### config.mk
export PLATFORM = sky130hd
export DESIGN_NAME = sram_byte_bridge
export DESIGN_NICKNAME = d
export VERILOG_FILES = /design/src/rtl/sram_byte_bridge.sv
export SDC_FILE = /design/constraint.sdc
export NUM_CORES = 1
export LEC_CHECK = 0
export BUFFER_PORTS_ARGS = -buffer_cell sky130_fd_sc_hd__buf_2
export CAP_MARGIN = 20
export CELL_PAD_IN_SITES_DETAIL_PLACEMENT = 1
export CELL_PAD_IN_SITES_GLOBAL_PLACEMENT = 1
export CORE_MARGIN = 1
export CORE_UTILIZATION = 30
export CTS_BUF_LIST = sky130_fd_sc_hd__clkbuf_4
export DETAILED_ROUTE_END_ITERATION = 10
export GPL_ROUTABILITY_DRIVEN = 0
export PLACE_DENSITY = 0.64
export REMOVE_ABC_BUFFERS = 1
export SLEW_MARGIN = 20
export SYNTH_ARGS = -nofsm -noshare
export SYNTH_HDL_FRONTEND = slang
export SYNTH_SLANG_ARGS = --single-unit
### constraint.sdc
create_clock -name clk -period 5.1 [get_ports clk]
set_clock_uncertainty 0.2 [all_clocks]
set_input_delay 1.02 -clock clk [delete_from_list [all_inputs] [get_ports clk]]
set_output_delay 1.02 -clock clk [all_outputs]
set_load 0.01 [all_outputs]
### src/rtl/sram_byte_bridge.sv
// Byte-wide SoC bus to 16-bit SRAM word bridge; byte stores are done as read-modify-write.
// Define WORD_CACHE_EN to build a one-entry word cache that lets hits skip the SRAM read.
module sram_byte_bridge #(
    parameter int unsigned TIMEOUT_CYCLES = 255,
    parameter logic [7:0]  FILL_BYTE      = 8'hFF
) (
    input  logic        clk,
    input  logic        reset,
    input  logic [18:0] bus_addr,
    input  logic [7:0]  bus_do,
    input  logic        bus_read,
    input  logic        bus_write,
    output logic [7:0]  bus_di,
    output logic        bus_ack,
    output logic        bus_err,
    output logic        busy,
    output logic [17:0] sram_address,
    output logic [15:0] sram_data_write,
    input  logic [15:0] sram_data_read,
    output logic        sram_read,
    output logic        sram_write,
    input  logic        sram_ready
);
    typedef enum logic [2:0] {IDLE, RD, WRD, WWR, ACK} state_t;

    localparam logic [15:0] TMO_LAST = 16'(TIMEOUT_CYCLES - 1);

    state_t      state, state_n;
    logic        lane, lane_n;
    logic [7:0]  wbyte, wbyte_n;
    logic [15:0] tcnt, tcnt_n;
    logic        tmo;

    logic [7:0]  bus_di_n;
    logic        bus_ack_n, bus_err_n, busy_n, sram_read_n, sram_write_n;
    logic [17:0] sram_address_n;
    logic [15:0] sram_data_write_n;

    function automatic logic [15:0] merge(input logic [15:0] w, input logic l, input logic [7:0] b);
        return l ? {b, w[7:0]} : {w[15:8], b};
    endfunction

    function automatic logic [7:0] pick(input logic [15:0] w, input logic l);
        return l ? w[15:8] : w[7:0];
    endfunction

`ifdef WORD_CACHE_EN
    logic        cvalid, cvalid_n;
    logic [17:0] ctag, ctag_n;
    logic [15:0] cdata, cdata_n;
    logic        hit;

    assign hit = cvalid && (ctag == bus_addr[18:1]);

    always_ff @(posedge clk) begin
        if (reset) begin
            cvalid <= 1'b0;
            ctag   <= '0;
            cdata  <= '0;
        end else begin
            cvalid <= cvalid_n;
            ctag   <= ctag_n;
            cdata  <= cdata_n;
        end
    end
`endif

    // The counter only matters while a strobe is up; it is cleared whenever one starts.
    assign tmo = (tcnt == TMO_LAST);

    always_ff @(posedge clk) begin
        if (reset) begin
            state           <= IDLE;
            lane            <= 1'b0;
            wbyte           <= '0;
            tcnt            <= '0;
            bus_di          <= '0;
            bus_ack         <= 1'b0;
            bus_err         <= 1'b0;
            busy            <= 1'b0;
            sram_read       <= 1'b0;
            sram_write      <= 1'b0;
            sram_address    <= '0;
            sram_data_write <= '0;
        end else begin
            state           <= state_n;
            lane            <= lane_n;
            wbyte           <= wbyte_n;
            tcnt            <= tcnt_n;
            bus_di          <= bus_di_n;
            bus_ack         <= bus_ack_n;
            bus_err         <= bus_err_n;
            busy            <= busy_n;
            sram_read       <= sram_read_n;
            sram_write      <= sram_write_n;
            sram_address    <= sram_address_n;
            sram_data_write <= sram_data_write_n;
        end
    end

    always_comb begin
        state_n           = state;
        lane_n            = lane;
        wbyte_n           = wbyte;
        tcnt_n            = tcnt + 16'd1;
        bus_di_n          = bus_di;
        bus_ack_n         = 1'b0;
        bus_err_n         = 1'b0;
        busy_n            = busy;
        sram_read_n       = sram_read;
        sram_write_n      = sram_write;
        sram_address_n    = sram_address;
        sram_data_write_n = sram_data_write;
`ifdef WORD_CACHE_EN
        cvalid_n          = cvalid;
        ctag_n            = ctag;
        cdata_n           = cdata;
`endif
        case (state)
            IDLE: begin
                if (bus_read || bus_write) begin
                    lane_n         = bus_addr[0];
                    wbyte_n        = bus_do;
                    sram_address_n = bus_addr[18:1];
                    busy_n         = 1'b1;
                    tcnt_n         = '0;
`ifdef WORD_CACHE_EN
                    if (hit && !bus_write) begin
                        state_n   = ACK;
                        bus_ack_n = 1'b1;
                        bus_di_n  = pick(cdata, bus_addr[0]);
                    end else if (hit) begin
                        state_n           = WWR;
                        sram_write_n      = 1'b1;
                        sram_data_write_n = merge(cdata, bus_addr[0], bus_do);
                    end else begin
                        state_n     = bus_write ? WRD : RD;
                        sram_read_n = 1'b1;
                    end
`else
                    state_n     = bus_write ? WRD : RD;
                    sram_read_n = 1'b1;
`endif
                end
            end
            RD, WRD: begin
                if (sram_ready) begin
                    sram_read_n = 1'b0;
                    if (state == RD) begin
                        state_n   = ACK;
                        bus_ack_n = 1'b1;
                        bus_di_n  = pick(sram_data_read, lane);
`ifdef WORD_CACHE_EN
                        cvalid_n  = 1'b1;
                        ctag_n    = sram_address;
                        cdata_n   = sram_data_read;
`endif
                    end else begin
                        // Read half of the RMW: swap in the new byte, keep the other lane.
                        state_n           = WWR;
                        sram_write_n      = 1'b1;
                        sram_data_write_n = merge(sram_data_read, lane, wbyte);
                        tcnt_n            = '0;
                    end
                end else if (tmo) begin
                    sram_read_n = 1'b0;
                    state_n     = ACK;
                    bus_ack_n   = 1'b1;
                    bus_err_n   = 1'b1;
                    if (state == RD) bus_di_n = FILL_BYTE;
`ifdef WORD_CACHE_EN
                    cvalid_n    = 1'b0;
`endif
                end
            end
            WWR: begin
                if (sram_ready) begin
                    sram_write_n = 1'b0;
                    state_n      = ACK;
                    bus_ack_n    = 1'b1;
`ifdef WORD_CACHE_EN
                    cvalid_n     = 1'b1;
                    ctag_n       = sram_address;
                    cdata_n      = sram_data_write;
`endif
                end else if (tmo) begin
                    sram_write_n = 1'b0;
                    state_n      = ACK;
                    bus_ack_n    = 1'b1;
                    bus_err_n    = 1'b1;
`ifdef WORD_CACHE_EN
                    cvalid_n     = 1'b0;
`endif
                end
            end
            ACK: begin
                state_n = IDLE;
                busy_n  = 1'b0;
            end
            default: state_n = IDLE;
        endcase
    end
endmodule

Yosys cells after proc, flatten, opt, wreduce, memory -nomap -nowiden
Index checks and enable logic that the tools add are counted.

storage, ports and cells
  bits in latches = 0
  memory bits (writable) = 0
  memories = 0
  word-level logic and storage cells = 70
  memory bits (read-only) = 0
  register bits = 75

operators by class
  divide/modulo/power cells = 0
  equality and inequality tests = 10
  multiplexer cells = 30
  reductions and logical operators = 15
  bitwise logic cells = 2
  magnitude comparators = 0
  shift operators = 0
  $mul = 0
  $add $sub $neg = 1

operators by type and width
  cell                                                               count
  16-bit two-way mux                                                 4
  8-bit two-way mux                                                  5
  16-bit one-hot mux with 2 select lines                             1
  16-bit by 1-bit adder with 16-bit output (second input constant)   1
  16-bit by 8-bit == test with 1-bit output (second input constant)  1
  3-bit two-way mux                                                  5
  1-bit two-way mux                                                  9
  3-bit one-hot mux with 3 select lines                              1
  3-bit AND reduction                                                3
  1-bit one-hot mux with 2 select lines                              4
  2-bit nonzero test                                                 4
  3-bit by 2-bit == test with 1-bit output (second input constant)   2
  2-bit inequality test (second input constant)                      3
  3-bit inequality test (second input constant)                      2
  3-bit OR reduction                                                 2
  2-bit AND reduction                                                2
  4-bit AND reduction                                                1
  3-bit by 1-bit == test with 1-bit output (second input constant)   1
  3-bit == test (second input constant)                              1
  3-bit zero test                                                    1
  2-bit two-way mux                                                  1
  1-bit NOT                                                          2
  2-bit OR reduction                                                 1
  1-bit logical OR                                                   1

Depth between registers and ports, before layout
  depth in word-level cells = 4
  gate-level depth with buffers = 7
  mapped depth without buffers = 5

Least setup slack after synthesis
OpenSTA, ideal clock, no wires.

  kind = input to register
  from = input sram_ready
  to = register sram_data_write[10]
  required time = 4.814 ns
  cell stages on the path = 5
  arrival = 1.955 ns
  buffers on the path = 2
  library setup time = 0.086 ns
  slack = 2.859 ns
  path through = nor4bb_1 > clkbuf_1 > clkbuf_1 > nor2_1 > a211oi_1

between the ends
  longest elaborated chain between the ends = 1

RTL lines
  what                                  line  source
  start: declaration                    22    input logic sram_ready
  3-bit AND reduction (no source line)  --
  end signal: assignment                97    sram_data_write <= sram_data_write_n;
  end: declaration                      18    output logic [15:0] sram_data_write,

No other way between the ends.
A chain may end at the register's enable or synchronous reset.

Final worst setup path
  from = register state[2]
  to = register sram_address[12]

between the ends
  longest elaborated chain between the ends = 2

RTL lines
  what                                  line  source
  start: declaration                    28    state_t state, state_n;
  start signal: assignment              86    state <= state_n;
  3-bit zero test                       119   case (state)
  2-bit AND reduction (no source line)  --
  end signal: assignment                96    sram_address <= sram_address_n;
  end: declaration                      17    output logic [17:0] sram_address,

No other way between the ends.

==> impl_metrics.json <==
{
  "ys_warn_count": 0,
  "synthToLayoutAreaGrowth_pct": 19.1,
  "cts-buffers-inserted": 9,
  "dpl_cell_area_um2": 4100,
  "cts-resized-gates": 0,
  "synth_commonest_cells": "dfxtp_1 (75), nor2_1 (45), a21oi_1 (35), clkbuf_1 (35), o31ai_1 (34)",
  "crit_chain": "clkinv_1 -> nand4_1 -> a21oi_1",
  "clk_pin_slew_ps": 120,
  "final_util": 0.368,
  "synthFlopType": "dfxtp_1",
  "status": "finished, final reports clean",
  "synth-edff-count": 0,
  "ir_drop_uv": 111,
  "drc": 0,
  "critPathSlowestCell": "clkinv_1",
  "slew_viol_final": 0,
  "clockBufferDepth": 2,
  "firstDrtPassIters": 4,
  "post-cts-setup-buffer-count": 0,
  "placed_cells": 599,
  "layout.nets": 517,
  "n_fill_cell": 1371,
  "power_leakage_nw": 1.68,
  "worst_r2r_startpoint": "state[2]",
  "grt_usage": 0.178,
  "start_kind": "flip-flop",
  "hold_viol": 0,
  "ys_types": 40,
  "grt_max_degree": 57,
  "syn_avg_cell_area_um2": 8.92,
  "setup_tns_ps": 0,
  "max_freq_ghz": 0.384,
  "reg2reg_to": "sram_address[12]",
  "clkLatencyLatePin_ps": 430,
  "whs_path_depth": 2,
  "num_vias": 3349,
  "port-buffer-count": 94,
  "max_slew_margin": 0.320,
  "die-area_um2": 12200,
  "ys_top_cells_by_area": "dfxtp_1 (42%), mux2i_1 (8.5%), o31ai_1 (7.2%)",
  "critical-path-max-stage-delay_ps": 920,
  "cap_violations": 0,
  "fp-row-count": 39,
  "hp-class": "reg2reg",
  "cts_hold_buf": 0,
  "setup_viol": 0,
  "regToRegSetupSlack_ps": 2490,
  "coreArea_um2": 11500,
  "place_hpwl_mm": 6.98,
  "htree_levels": 3,
  "yosys.area.top_type": "dfxtp_1",
  "vias_per_cell": 5.44,
  "ff2ff_path_depth": 3,
  "drive_gt1_frac": 0.299,
  "power_density_nw_per_um2": 314,
  "yosys.cell_count.top_type": "dfxtp_1",
  "syn_inst": 397,
  "period_minus_slack_ps": 2610,
  "dr.first_iter.drc_count": 143,
  "grt_pass1_vias": 3393,
  "power_w": 0.00132,
  "antenna_found_initial": 1,
  "cts_tree": "built",
  "tightest_slew_ps": 1020,
  "grt-ovfl-total": 0,
  "ys_ff_latch": 75,
  "timing.final.crit_share": 0.511,
  "hold_path_startpoint": "sram_address[2]",
  "pin_count": 95,
  "totalWireLength_mm": 10.5,
  "rsz0062_at_grt": "false",
  "cts-root-buf": "clkbuf_4",
  "start_util": 0.309,
  "synth-async-reset-ratio": 0,
  "die_x_um": 111,
  "clkSinkCount": 75,
  "arrival_ps": 2690,
  "synth_top_area_share": 0.424,
  "register_area_um2": 1500,
  "criticalPathCategory": "reg2reg",
  "multi_input_area_um2": 1860,
  "crit_fanout": 27,
  "fin_area_um2": 4220,
  "final_cell_count_no_fill": 616,
  "wl_per_cell_um": 17.0,
  "final_antenna_net_count": 0,
  "yosysSeqAreaShare": 0.424,
  "min_to": "sram_address[2]",
  "die-height_um": 111,
  "synth.cell_area_um2": 3540,
  "cp.required_ps": 5190,
  "critPathCaptureType": "flip-flop",
  "grt_first_pass_wirelength_mm": 17.4
}
==> layout by cell type (no fill, tap or decap), types with 6 or more instances in the layout <==
cell type and count:
buf_2 94, dfxtp_1 75, nor2_1 43, a21oi_1 35, o31ai_1 34, nand4_1 31
mux2i_1 30, a211oi_1 20, clkbuf_4 12, a31o_2 8, inv_1 7, a211oi_2 7
buf_4 7, o21ai_0 6, o311ai_0 6
==> registers in the layout, summed over array words and instances (netlist names) <==
name             cells
sram_address        18
sram_data_write     16
bus_ack              1
bus_di               8
bus_err              1
sram_read            1
sram_write           1
busy                 1
state                3
lane                 1
wbyte                8
tcnt                16
==> per-layer routing <==
metal	global-route usage	share of wire	vias to the layer above
met2	0.297	0.47	72
met1	0.219	0.46	1621
li1	-	-	1645
met4	0.0747	0.016	0
met5	0	0	-
met3	0.0439	0.052	11
==> layout make-up <==
cell class                      count  share of cell area
Sequential cell                    75               0.356
Timing Repair Buffer              101               0.124
Antenna cell                        1            0.000593
Inverter                            8             0.00712
Tap cell                          143              0.0424
Clock inverter                      4             0.00653
Clock buffer                       12              0.0214
Multi-Input combinational cell    272               0.442
==> worst max path at each step <==
stage                from  slack (ps)  depth (start not counted)                 end
2_1_floorplan  sram_ready        1110                          2  sram_data_write[0]
3_3_place_gp   sram_ready        2400                          5             tcnt[9]
3_5_place_dp   sram_ready        2290                          5             tcnt[5]
4_1_cts          state[2]        2490                          3    sram_address[12]
5_1_grt          state[2]        2260                          3            wbyte[0]
6_report         state[2]        2490                          3    sram_address[12]
==> metrics by stage <==
stage	hold WS [ps]	setup WS, ps
floorplan	241	1110
global placement	252	2400
detailed placement	258	2290
CTS	276	2490
global route	301	2260
finish	275	2490
==> critical path: cells and delay by family (launching register included) <==
family / cells / cell delay (ps)
DFF: 1 / 880
and+or+nand+nor: 1 / 340
AOI/OAI and AO/OA: 1 / 100
buffers and inverters: 1 / 920
==> kinds of logic after synthesis <==
group	share of synthesized area
multiplexers	0.0848
XOR/XNOR	0.00990
adder cells (fa/ha/maj)	0.00707
flip-flops	0.424
AO/OA/AOI/OAI	0.247
AND/OR/NAND/NOR	0.170
buffers and inverters	0.0565
==> power breakdown <==
part,switching [W],internal (W)
Clock,0.000215,0.000117
Combinational,0.000186,0.000126
Sequential,0.0000435,0.000635
Note: power is estimated with default switching activity, not from simulation.
